==> src/rtl/rom_controller_pkg.sv <==
// rom_controller_pkg: shared state encoding, mode constants and default flash timing for the ROM read path.
package rom_controller_pkg;
   typedef enum logic [1:0] {IDLE, RD_WORD, RD_HI, RD_LO} state_t;
   localparam logic BYTE_MODE = 1'b1;
   localparam logic WORD_MODE = 1'b0;
   localparam int DEF_ACCESS_CYCLES = 6;
endpackage

==> src/rtl/rom_controller_access_timer.sv <==
// access_timer: loadable down-counter with a zero flag, used to hold each flash read for a fixed number of cycles.
module access_timer #(
   parameter int W = 4
) (
   input  logic         clk,
   input  logic         rst,
   input  logic         load,
   input  logic         dec,
   input  logic [W-1:0] value,
   output logic         zero
);
   logic [W-1:0] count;
   always_ff @(posedge clk or negedge rst)
      if (!rst) count <= '0;
      else count <= load ? value : dec ? count - 1'b1 : count;
   assign zero = count == '0;
endmodule

==> src/rtl/rom_controller.sv <==
// rom_controller: accepts word/byte load requests and runs timed asynchronous reads on a parallel flash.
module rom_controller
   import rom_controller_pkg::*;
#(
   parameter int WIDTH         = 16,
   parameter int ROM_ADDR      = 24,
   parameter int ACCESS_CYCLES = DEF_ACCESS_CYCLES
) (
   input  logic                clk,
   input  logic                rst,
   input  logic [ROM_ADDR-1:0] rom_addr,
   input  logic                load_rom,
   input  logic                byte_mode,
   output logic [WIDTH-1:0]    src_data,
   output logic                ready,
   output logic [ROM_ADDR-1:0] flash_addr,
   output logic                flash_ce_n,
   output logic                flash_oe_n,
   output logic                flash_byte_n,
   input  logic [WIDTH-1:0]    flash_data
);
   localparam int CW = $clog2(ACCESS_CYCLES) + 1;
   state_t state, state_nx;
   logic zero, tload, tdec;
   logic [ROM_ADDR-1:0] addr_nx;
   access_timer #(.W(CW)) u_timer (
      .clk(clk), .rst(rst), .load(tload), .dec(tdec),
      .value(CW'(ACCESS_CYCLES - 1)), .zero(zero)
   );
   assign tdec = state != IDLE && !zero;
   // Address bit 0 is dropped on accept; the second byte read just sets it.
   always_comb begin
      state_nx = state;
      tload = 1'b0;
      addr_nx = flash_addr;
      case (state)
         IDLE: if (load_rom) begin
            state_nx = byte_mode == BYTE_MODE ? RD_HI : RD_WORD;
            tload = 1'b1;
            addr_nx = rom_addr & ~ROM_ADDR'(1);
         end
         RD_HI: if (zero) begin
            state_nx = RD_LO;
            tload = 1'b1;
            addr_nx = flash_addr | ROM_ADDR'(1);
         end
         RD_WORD, RD_LO: state_nx = zero ? IDLE : state;
         default: state_nx = IDLE;
      endcase
   end
   always_ff @(posedge clk or negedge rst)
      if (!rst) begin
         state <= IDLE;
         src_data <= '0;
         ready <= 1'b0;
         flash_addr <= '0;
         flash_ce_n <= 1'b1;
         flash_oe_n <= 1'b1;
         flash_byte_n <= 1'b1;
      end else begin
         state <= state_nx;
         flash_addr <= addr_nx;
         flash_ce_n <= state_nx == IDLE;
         flash_oe_n <= state_nx == IDLE;
         flash_byte_n <= !(state_nx == RD_HI || state_nx == RD_LO);
         ready <= zero && (state == RD_WORD || state == RD_LO);
         if (zero && state == RD_WORD) src_data <= flash_data;
         if (zero && state == RD_HI) src_data[WIDTH-1:WIDTH/2] <= flash_data[WIDTH/2-1:0];
         if (zero && state == RD_LO) src_data[WIDTH/2-1:0] <= flash_data[WIDTH/2-1:0];
      end
endmodule

==> config.mk <==
export PLATFORM = sky130hd
export DESIGN_NAME = rom_controller
export DESIGN_NICKNAME = d
export VERILOG_FILES = /design/src/rtl/rom_controller_pkg.sv /design/src/rtl/rom_controller_access_timer.sv /design/src/rtl/rom_controller.sv
export SDC_FILE = /design/constraint.sdc
export NUM_CORES = 1
export LEC_CHECK = 0
export ABC_AREA = 1
export CAP_MARGIN = 30
export CORE_AREA = 2 2 75 77
export DETAILED_ROUTE_END_ITERATION = 6
export DIE_AREA = 0 0 77 79
export GPL_TIMING_DRIVEN = 0
export PLACE_DENSITY_LB_ADDON = 0.08
export SYNTH_ARGS = -nofsm -noshare
export SYNTH_HDL_FRONTEND = slang
export SYNTH_SLANG_ARGS = --single-unit
export TNS_END_PERCENT = 5
==> constraint.sdc <==
create_clock -name clk -period 1.7 [get_ports clk]
set_clock_uncertainty 0.05 [all_clocks]
set_input_delay 0.34 -clock clk [delete_from_list [all_inputs] [get_ports clk]]
set_output_delay 0.34 -clock clk [all_outputs]
set_load 0.005 [all_outputs]
# Word level (Yosys, flattened, before mapping)

Index checks and enable logic that the tools add are counted.

Output and inout bits: 44
Input bits: 44
Bits in registers: 49
Word-level logic and storage cells: 54

Bitwise operators: 1
Mux-type cells: 16
Equal/unequal tests: 7
Add/sub/neg operators: 1
Reductions and logical operators: 20

Operator list:

| kind                  | number |
|---|---|
| $pmux W24 S2          | 1 |
| $mux W24              | 1 |
| $mux W16              | 1 |
| $mux W8               | 2 |
| $reduce_bool A2 Y1    | 5 |
| $eq A2 B2 Y1 const B  | 4 |
| $mux W2               | 4 |
| $mux W4               | 2 |
| $pmux W2 S3           | 1 |
| $reduce_and A3 Y1     | 2 |
| $logic_and A1 B1 Y1   | 5 |
| $logic_not A2 Y1      | 2 |
| $logic_not A4 Y1      | 1 |
| $ne A2 B2 Y1 const B  | 2 |
| $sub A4 B1 Y4 const B | 1 |
| $mux W1               | 3 |
| $eq A2 B1 Y1 const B  | 1 |
| $logic_not A1 Y1      | 2 |
| $logic_or A1 B1 Y1    | 2 |
| $pmux W1 S2           | 1 |
| $reduce_or A2 Y1      | 1 |
| $not A1 Y1            | 1 |

# Longest topological paths before layout

Gate-level depths: netlist (run 1).

Depth after elaboration: 6
Mapped depth: 8
Gate-level depth less buffers: 7

# Hierarchy

A second synthesis (run 1) with hierarchy kept.

Cells, all modules: 247
Area, all modules: 2147.1 µm²

By module, submodules not included:

| module         | seq. area each (µm²) | instances | cells an instance | area an instance (µm²) |
|---|---|---|---|---|
| rom_controller | 1128.6               | 1         | 216               | 1908.1 |
| access_timer   | 100.1                | 1         | 31                | 239.0 |

# Least setup slack after synthesis (run 1)

OpenSTA, ideal clock, no wires.

Path kind: register to register
Start point: reg u_timer.count[0]
End point: reg src_data[10]
Path buffers: 2
Arrival: 1.362 ns
Period minus slack after synthesis: 1.529 ns
Required time: 1.532 ns
Stages on the path, launching flop included: 8
Slack: 0.171 ns
Setup time: 0.118 ns
Path through: dfrtp_1 > inv_1 > ha_1 > buf_2 > nand3_2 > buf_6 > nand3_1 > nand2_1

Cells in the longest elaborated chain, start to end: 3
Elaborated cells on any way between the ends: 5
Classes of those cells: mux: 1; reduce/logical: 4

Ends and longest elaborated chain:

| what                                                 | RTL line                                   | text |
|---|---|---|
| from (decl)                                          | rom_controller_access_timer.sv:12          | `logic [W-1:0] count;` |
| from (signal assigned)                               | rom_controller_access_timer.sv:15          | `else count <= load ? value : dec ? count - 1'b1 : count;` |
| $logic_not A4 Y1 (*)                                 | rom_controller_access_timer.sv:16          | `assign zero = count == '0;` |
| $logic_and A1 B1 Y1 (on tied branches)               | rom_controller.sv:68, rom_controller.sv:67 |  |
| $mux W8 / $reduce_bool A2 Y1 (equally long branches) | n/a                                        |  |
| to (signal assigned)                                 | rom_controller.sv:67                       | `if (zero && state == RD_WORD) src_data <= flash_data;` |
| to (signal, indexed assignment)                      | rom_controller.sv:68                       | `if (zero && state == RD_HI) src_data[WIDTH-1:WIDTH/2] <= flash_data[WIDTH/2-1:0];` |
| to (signal, indexed assignment)                      | rom_controller.sv:69                       | `if (zero && state == RD_LO) src_data[WIDTH/2-1:0] <= flash_data[WIDTH/2-1:0];` |
| to (decl)                                            | rom_controller.sv:14                       | `output logic [WIDTH-1:0] src_data,` |

Every way passes the cells marked *; elsewhere a longest branch is shown, timed or not.
A chain may end at the register's enable or synchronous reset.

# Final worst setup path (run 1)

Start point: reg flash_addr[1]
End point: out flash_addr[1]

RTL lines:

| what                   | RTL line             | text |
|---|---|---|
| from (decl)            | rom_controller.sv:16 | `output logic [ROM_ADDR-1:0] flash_addr,` |
| from (signal assigned) | rom_controller.sv:62 | `flash_addr <= addr_nx;` |

No word-level cell between the ends.

==> key figures, run 1 <==
Outcome
  – Status: finished clean

Synth
  – Async set or reset register ratio after synthesis: 1.00
  – Avg Cell Area, Syn: a little under 9 sq um
  – Synth Net Count: about 300
  – Synth area leaders: dfrtp_1 (54%), nand2_1 (19%), nand3_1 (4.8%), inv_1 (4.5%), nand4_1 (3.4%)
  – Ys Warns: 0
  – Top_reg_cell synth: dfrtp_1
  – EDFF count, synth: 0
  – Synth unique cells: 23
  – Sequential fraction of the synthesis area: 0.563
  – Area leader, netlist: dfrtp_1
  – Share of the synthesized area in the top cell type: 0.539
  – Post-Syn Area: between 2000 and 2500 sq um
  – FF+latch count, synth: 49
  – Mapped Cells: 250

Finish
  – Post-route insts no fill: roughly 420
  – Area Growth Syn to Fin: 49.0%
  – N_diodes: 0
  – Layout Nets: slightly below 400
  – Ratio of cells with drive above 1 in the final layout: 0.101
  – Final core utilization: 0.609
  – Filler instances: about 520

Setup path
  – Worst Setup SP: flash_addr[1]
  – Delay of the slowest critical-path stage: 0.53 ns
  – CP Capture Type: output port
  – Cell with the largest stage delay on the worst path: clkdlybuf4s50_1
  – Number of cells on the critical path: 1
  – Data required time at the worst endpoint: 1.31 ns
  – Crit path kind: flip-flop to output port
  – Crit path max fanout: 2
  – Worst reg2reg setup slack: 0.15 ns
  – Critical path cell sequence: clkdlybuf4s50_1
  – CP bufs+invs: 1
  – Arrival @ worst endpoint: roughly 1.2 ns
  – Worst R2R Start: u_timer.count[2]
  – Worst setup path endpoint: flash_addr[1]
  – Reg2reg end: src_data[6]
  – Worst setup SP type: flip-flop
  – R2r worst-path depth: 7
  – CP delay by family, top: buffers and inverters

STA
  – Tmin final: between 1.5 and 2 ns
  – Period Utilization, post-route: 0.929
  – RSZ-0062 raised after global routing: no
  – Fmax: roughly 0.63 GHz
  – Hold_ws: 0.434 ns
  – Setup ws final: 0.120 ns
  – Final max-slew violation count: 0
  – Setup violators final: 0
  – Worst-Margin Slew: between 0.5 and 0.6 ns
  – Relative slew slack: 0.627
  – Hold Violations, Final: 0

Placed design
  – Cell count after placement: 409
  – Pre-CTS setup slack: -0.0182 ns
  – Port Buffers: 86
  – Global placer's final weighted congestion: 0.770
  – Post-detail-place hpwl: 3.77 mm

Floorplan
  – Starting density of the core: 0.409
  – FP Rows: 27
  – Die height: between 70 and 80 microns
  – Top Ports: approximately 90
  – Core area: between 5000 and 6000 sq um
  – Chip Width: 77 microns
  – Die ar.: 6080 sq um

Hold path
  – Hold WC Path Type: flip-flop to flip-flop

Global route
  – Pin count of the biggest net entering global routing: 27
  – Overflow after GRT: 0
  – Total track usage: 0.187
  – Antenna violations before repair: 0
  – Vias in the first global route: between 1.5k and 2k
  – First-pass GRT wire length: 9.09 mm

Routing
  – WL per Instance: roughly 12 microns
  – Detailed Routing Iterations Pass 1: 4
  – DRC marker count from the first detailed-route iteration: 47
  – Via count: 1904
  – DRC Markers: 0
  – Final ANT Viol Nets: 0
  – Vias per cell: 4.56
  – Routed wire length: 5.12 mm

Power
  – P_leak: around 0.0016 uW
  – Clock power frac: 0.121
  – IR drop worst, VDD: around 720 uV
  – NetSw: ~1900 uW
  – Int Power: between 3000 and 4000 uW
  – Combinational share of power: 0.494
  – Sequential Power Share: 0.385
  – Power Density: roughly 1700 nW/um^2
  – Switching part of the total power: 0.355
  – PnR Total Power: 5420 uW

Clock network
  – Sink Count: between 40 and 50
  – CTS root buf: clkbuf_8
  – CTS buffer count: 5
  – H-tree Lvls: 2
  – CTS tree: done
  – Clk Latency, worst-skew pair: roughly 0.30 ns
  – Clock Tree Buf Depth: 2
  – Clock-pin transition on the worst setup and hold timing paths: ~0.09 ns

Run
  – Maxcap violations: 0
-- synthesized netlist by cell type, types with 2 or more instances --
cell	instances
nor2_1	3
nor2_4	3
nand3_1	21
dfrtp_1	47
nand4_1	12
o21ai_2	8
inv_1	26
buf_6	3
buf_2	4
nand2_1	108
dfstp_2	2
clkbuf_1	2
-- power groups by stage --
stage | logic, uW | clock network, uW | registers, uW
floorplan | 1280 | 0 | 2110
global placement | 2640 | 0 | 2080
detailed placement | 2700 | 0 | 2100
CTS | 2700 | 671 | 2090
global route | 3010 | 722 | 2170
finish | 2680 | 657 | 2090
-- layout make-up --
| class | count | area, sq um | area share |
|---|---|---|---|
| multi-input cells | 164 | 800 | 0.246 |
| well taps | 72 | 90.1 | 0.0277 |
| plain buffers | 10 | 71.3 | 0.0219 |
| repair buffers | 88 | 882 | 0.271 |
| clock buffers | 8 | 80.1 | 0.0246 |
| inverters | 27 | 101 | 0.0312 |
| flip-flops and latches | 49 | 1230 | 0.378 |
-- routing by layer --
layer	vias up	global-route usage	part of all wire
met2	65	0.313	0.48
met4	0	0.0536	0.011
li1	971	-	-
met1	862	0.238	0.44
met3	6	0.0523	0.071
met5	-	0	0
-- placed cells by master, fill, tap and decap left out --
cell type          n
nand2_1          108
clkdlybuf4s50_1   82
dfrtp_1           47
inv_1             26
nand3_1           20
nand4_1           12
o21ai_2            8
clkbuf_1           5
clkbuf_8           5
buf_2              4
buf_6              3
nor2_1             3
nor2_4             3
dlygate4sd2_1      3
buf_4              2
dfstp_2            2
nand2_4            1
o22ai_1            1
nand3_4            1
o211ai_1           1
a21oi_4            1
nand3_2            1
inv_2              1
xnor2_1            1
o21ai_0            1
or2_2              1
ha_2               1
dlygate4sd3_1      1
buf_12             1
-- cells by family (layout without fill, tap and decap cells) --
group,after synthesis,count (layout),share of synthesized area
AO/OA/AOI/OAI,12,12,0.0481
adder cells (fa/ha/maj),1,1,0.00573
XOR/XNOR,1,1,0.00401
buffers and inverters,37,133,0.0779
AND/OR/NAND/NOR,150,150,0.301
flip-flops,49,49,0.563
-- state kept, by name (all words and copies together) (netlist names) --
register and flops:
flash_oe_n 1, flash_addr 24, ready 1, src_data 16, u_timer.count 4, state 2, flash_byte_n 1
-- worst min path at each step --
stage / from / end / cells after the start
floorplan: rst / flash_addr[0] / 0
global placement: flash_addr[2] / flash_addr[2] / 2
detailed placement: rst / src_data[2] / 1
CTS: flash_addr[12] / flash_addr[12] / 2
global route: flash_addr[9] / flash_addr[9] / 2
finish: u_timer.count[0] / u_timer.count[0] / 2
-- through the flow --
step                      TNS, ns  cell area [sq um]
after floorplan                 0               2180
after global placement     -58.68               3130
after detailed placement  -0.0867               3150
after CTS                       0               3240
after global routing            0               3250
final                           0               3250
-- what timing repair did --
item / CTS / global route
hold buffers: 1 / 0
resized for setup: 4 / 4
pin swaps: 0 / 0
endpoints found under the hold margin: 22 / 0
setup endpoints to repair: 11 / 8
setup buffers: 0 / 0
(Power assumes the default switching activity.)
==> inputs of run 2 (changes only) <==
Settings changed: ABC_AREA 1 to not set, CORE_AREA 2 2 75 77 to 2 2 74 76, DIE_AREA 0 0 77 79 to 0 0 76 78, SLEW_MARGIN set to 20.
==> key figures, run 2 <==
Outcome
  – Status: finished, violations left (was finished clean)
  – Failing checks: hold timing

Setup path
  – CP bufs+invs: 3 (was 1)
  – Data required time at the worst endpoint: 1.81 ns (was 1.31 ns)
  – CP Capture Type: flip-flop (was output port)
  – Arrival @ worst endpoint: 1.79 ns (was 1.19 ns)
  – Worst setup SP type: flip-flop (unchanged)
  – Reg2reg end: src_data[14] (was src_data[6])
  – Worst reg2reg setup slack: 0.01 ns (was 0.15 ns)
  – Critical path cell sequence: inv_2 -> ha_4 -> or3b_4 -> buf_6 -> buf_8 -> nor2_1 -> a211oi_1 (was clkdlybuf4s50_1)
  – CP delay by family, top: simple AND/OR/NAND/NOR gates (was buffers and inverters)
  – Worst R2R Start: u_timer.count[0] (was u_timer.count[2])
  – Cell with the largest stage delay on the worst path: dfrtp_1 (was clkdlybuf4s50_1)
  – R2r worst-path depth: 7 (unchanged)
  – Crit path kind: flip-flop to flip-flop (was flip-flop to output port)
  – Crit path max fanout: 10 (was 2)
  – Delay of the slowest critical-path stage: 0.40 ns (was 0.53 ns)

Clock network
  – CTS buffer count: 5 (unchanged)
  – CTS tree: done (unchanged)
  – Clock-pin transition on the worst setup and hold timing paths: 0.09 ns (about the same)
  – CTS root buf: clkbuf_8 (unchanged)
  – Sink Count: 49 (unchanged)
  – # hold bufs at CTS: 0 (was 1)
  – Clk Latency, worst-skew pair: 0.30 ns (about the same)
  – H-tree Lvls: 2 (unchanged)
  – Clock Tree Buf Depth: 2 (unchanged)

Synth
  – Avg Cell Area, Syn: 12.9 sq um (was 8.73 sq um)
  – Synth Area in Adders: 0.00584 (was 0.00573)
  – Mux cell area share after synthesis: 0.173 (was 0)
  – Area leader, netlist: dfrtp_1 (unchanged)
  – Share of the synthesized area in the top cell type: 0.549 (was 0.539)
  – Synth Area in XOR/XNOR: 0.00409 (was 0.00401)
  – Async set or reset register ratio after synthesis: 1.00 (unchanged)
  – Mapped Cells: 166 (was 250)
  – Synth unique cells: 41 (was 23)
  – Synth Net Count: 211 (was 295)
  – Post-Syn Area: 2140 sq um (was 2180 sq um)
  – Sequential fraction of the synthesis area: 0.573 (was 0.563)
  – Ys Warns: 0 (unchanged)
  – FF+latch count, synth: 49 (unchanged)
  – Compound-Gate Fraction of Synth Area: 0.0852 (was 0.0481)
  – Synth area leaders: dfrtp_1 (55%), mux2_2 (12%), mux2_4 (4.2%), a211oi_1 (3.2%), dfstp_2 (2.5%) (was dfrtp_1 (54%), nand2_1 (19%), nand3_1 (4.8%), inv_1 (4.5%), nand4_1 (3.4%))
  – Most instantiated library cell after synthesis: dfrtp_1 (was nand2_1)
  – Main combinational cell family by area after synthesis: multiplexers (was simple AND/OR/NAND/NOR gates)
  – Top_reg_cell synth: dfrtp_1 (unchanged)
  – Synth top cells by count: dfrtp_1 (47), mux2_2 (22), a211oi_1 (9), nor3_1 (9) (was nand2_1 (108), dfrtp_1 (47), inv_1 (26), nand3_1 (21), nand4_1 (12))
  – Simple-gate share of the synthesized area: 0.114 (was 0.301)
  – EDFF count, synth: 0 (unchanged)

Floorplan
  – FP Rows: 26 (was 27)
  – Top Ports: 88 (unchanged)
  – Starting density of the core: 0.425 (was 0.409)
  – Die height: 78 microns (was 79 microns)
  – Die ar.: 5930 sq um (was 6080 sq um)
  – Chip Width: 76 microns (was 77 microns)
  – Core area: 5040 sq um (was 5340 sq um)

Global route
  – Overflow after GRT: 0 (unchanged)
  – Antenna violations before repair: 0 (unchanged)
  – Pin count of the biggest net entering global routing: 50 (was 27)
  – Vias in the first global route: 1641 (was 1951)
  – Total track usage: 0.183 (was 0.187)
  – First-pass GRT wire length: 8.53 mm (was 9.09 mm)

STA
  – Period Utilization, post-route: 0.992 (was 0.929)
  – Fmax: 0.593 GHz (was 0.633 GHz)
  – Hold Violations, Final: 9 (was 0)
  – Hold_ws: -0.0147 ns (was 0.434 ns)
  – Relative slew slack: 0.591 (was 0.627)
  – RSZ-0062 raised after global routing: yes (was no)
  – Tmin final: 1.69 ns (was 1.58 ns)
  – Setup violators final: 0 (unchanged)
  – Worst-Margin Slew: 0.614 ns (was 0.560 ns)
  – Final max-slew violation count: 0 (unchanged)

Finish
  – Max reg flops: 24 (unchanged)
  – Layout Nets: 315 (was 390)
  – N_diodes: 0 (unchanged)
  – Most frequent cells in the layout: clkdlybuf4s50_1 (82), dfrtp_1 (47), mux2_2 (22) (was nand2_1 (108), clkdlybuf4s50_1 (82), dfrtp_1 (47))
  – Most common cell after layout, fill and taps aside: clkdlybuf4s50_1 (was nand2_1)
  – Biggest regs: flash_addr x24, src_data x16, u_timer.count x4 (unchanged)
  – Final core utilization: 0.661 (was 0.609)
  – Area Growth Syn to Fin: 55.4% (was 49.0%)
  – Largest Register: flash_addr (unchanged)
  – Ratio of cells with drive above 1 in the final layout: 0.255 (was 0.101)

Power
  – PnR Total Power: 5970 uW (was 5420 uW)
  – IR drop worst, VDD: 934 uV (was 723 uV)
  – Power Density: 1790 nW/um^2 (was 1670 nW/um^2)
  – P_leak: 0.00141 uW (was 0.00162 uW)

Routing
  – Detailed Routing Iterations Pass 1: 4 (unchanged)
  – Vias per cell: 5.09 (was 4.56)
  – Final ANT Viol Nets: 0 (unchanged)
  – DRC Markers: 0 (unchanged)
  – Routed wire length: 5.21 mm (was 5.12 mm)
  – Via count: 1734 (was 1904)
  – WL per Instance: 15.3 microns (was 12.3 microns)
  – DRC marker count from the first detailed-route iteration: 107 (was 47)

Run
  – Maxcap violations: 0 (unchanged)

Placed design
  – Global placer's final weighted congestion: 0.788 (was 0.770)
  – Post-detail-place hpwl: 3.54 mm (was 3.77 mm)
  – Port Buffers: 86 (unchanged)

Hold path
  – Hold WC Path Type: input port to async pin (was flip-flop to flip-flop)
run 2: report_power, final:
part | leakage, uW | internal (uW) | switching, uW | total, uW
clock | 0.0000585 | 480 | 383 | 863
combinational | 0.000775 | 1880 | 1110 | 2990
sequential | 0.000574 | 1770 | 340 | 2110
total | 0.00141 | 4130 | 1830 | 5970
run 2: layout make-up:
| cell class | instances | area, sq um |
|---|---|---|
| Fill cell | 413 | 1710 |
| Sequential cell | 49 | 1230 |
| Timing Repair Buffer | 97 | 935 |
| Multi-Input combinational cell | 100 | 852 |
| Buffer | 12 | 92.6 |
| Tap cell | 70 | 87.6 |
| Clock buffer | 7 | 86.3 |
| Clock inverter | 1 | 30.0 |
| Inverter | 5 | 18.8 |
run 2: worst max path at each step:
stage | from | to | slack (ns) | cells past startpoint
final | u_timer.count[0] | src_data[14] | 0.01 | 7
after floorplan | u_timer.count[0] | src_data[8] | 0.01 | 7
after detailed placement | load_rom | flash_addr[17] | -0.31 | 5
after CTS | u_timer.count[1] | src_data[8] | -0.03 | 7
after global routing | u_timer.count[0] | u_timer.count[1] | -0.05 | 7
after global placement | rst | src_data[0] | -1.24 | 1
run 2: logic make-up (layout without fill, tap and decap cells):
logic type	after synthesis	after routing
XOR/XNOR	1	1
AND/OR/NAND/NOR	42	42
multiplexers	31	31
AO/OA/AOI/OAI	25	25
adder cells (fa/ha/maj)	1	1
buffers and inverters	17	122
flip-flops	49	49
run 2: routing by layer:
layer,global-route usage,wire [microns],vias up
met5,0,0,-
met4,0.0527,55,0
met3,0.0488,290,7
met2,0.281,2490,64
met1,0.256,2370,861
li1,-,-,802
run 2: stage by stage:
step | TNS (ns) | setup WS, ns | std cells | hold slack, ns | cell area, sq um
floorplan | 0 | 0.0146 | 166 | -0.00559 | 2140
global placement | -66.90 | -1.24 | 322 | 0.420 | 3090
detailed placement | -8.16 | -0.312 | 322 | 0.354 | 3090
CTS | -0.0404 | -0.0296 | 332 | 0.0228 | 3230
global route | -0.594 | -0.0476 | 341 | 0.0291 | 3330
finish | 0 | 0.0137 | 341 | -0.0147 | 3330
run 2: worst reg2reg max path, delay by kind of cell (launching register included):
kind                     cells  cell delay (ns)
AND/OR/NAND/NOR              2             0.50
flip-flops                   1             0.40
buffers and inverters        3             0.37
adder cells (fa/ha/maj)      1             0.14
AO/OA/AOI/OAI                1             0.09
run 2: what timing repair did:
action / in CTS / in global routing
resized for setup: 7 / 10
cloned: 0 / 1
endpoints found under the setup margin: 26 / 36
setup buffers: 2 / 8
pin swaps: 1 / 3
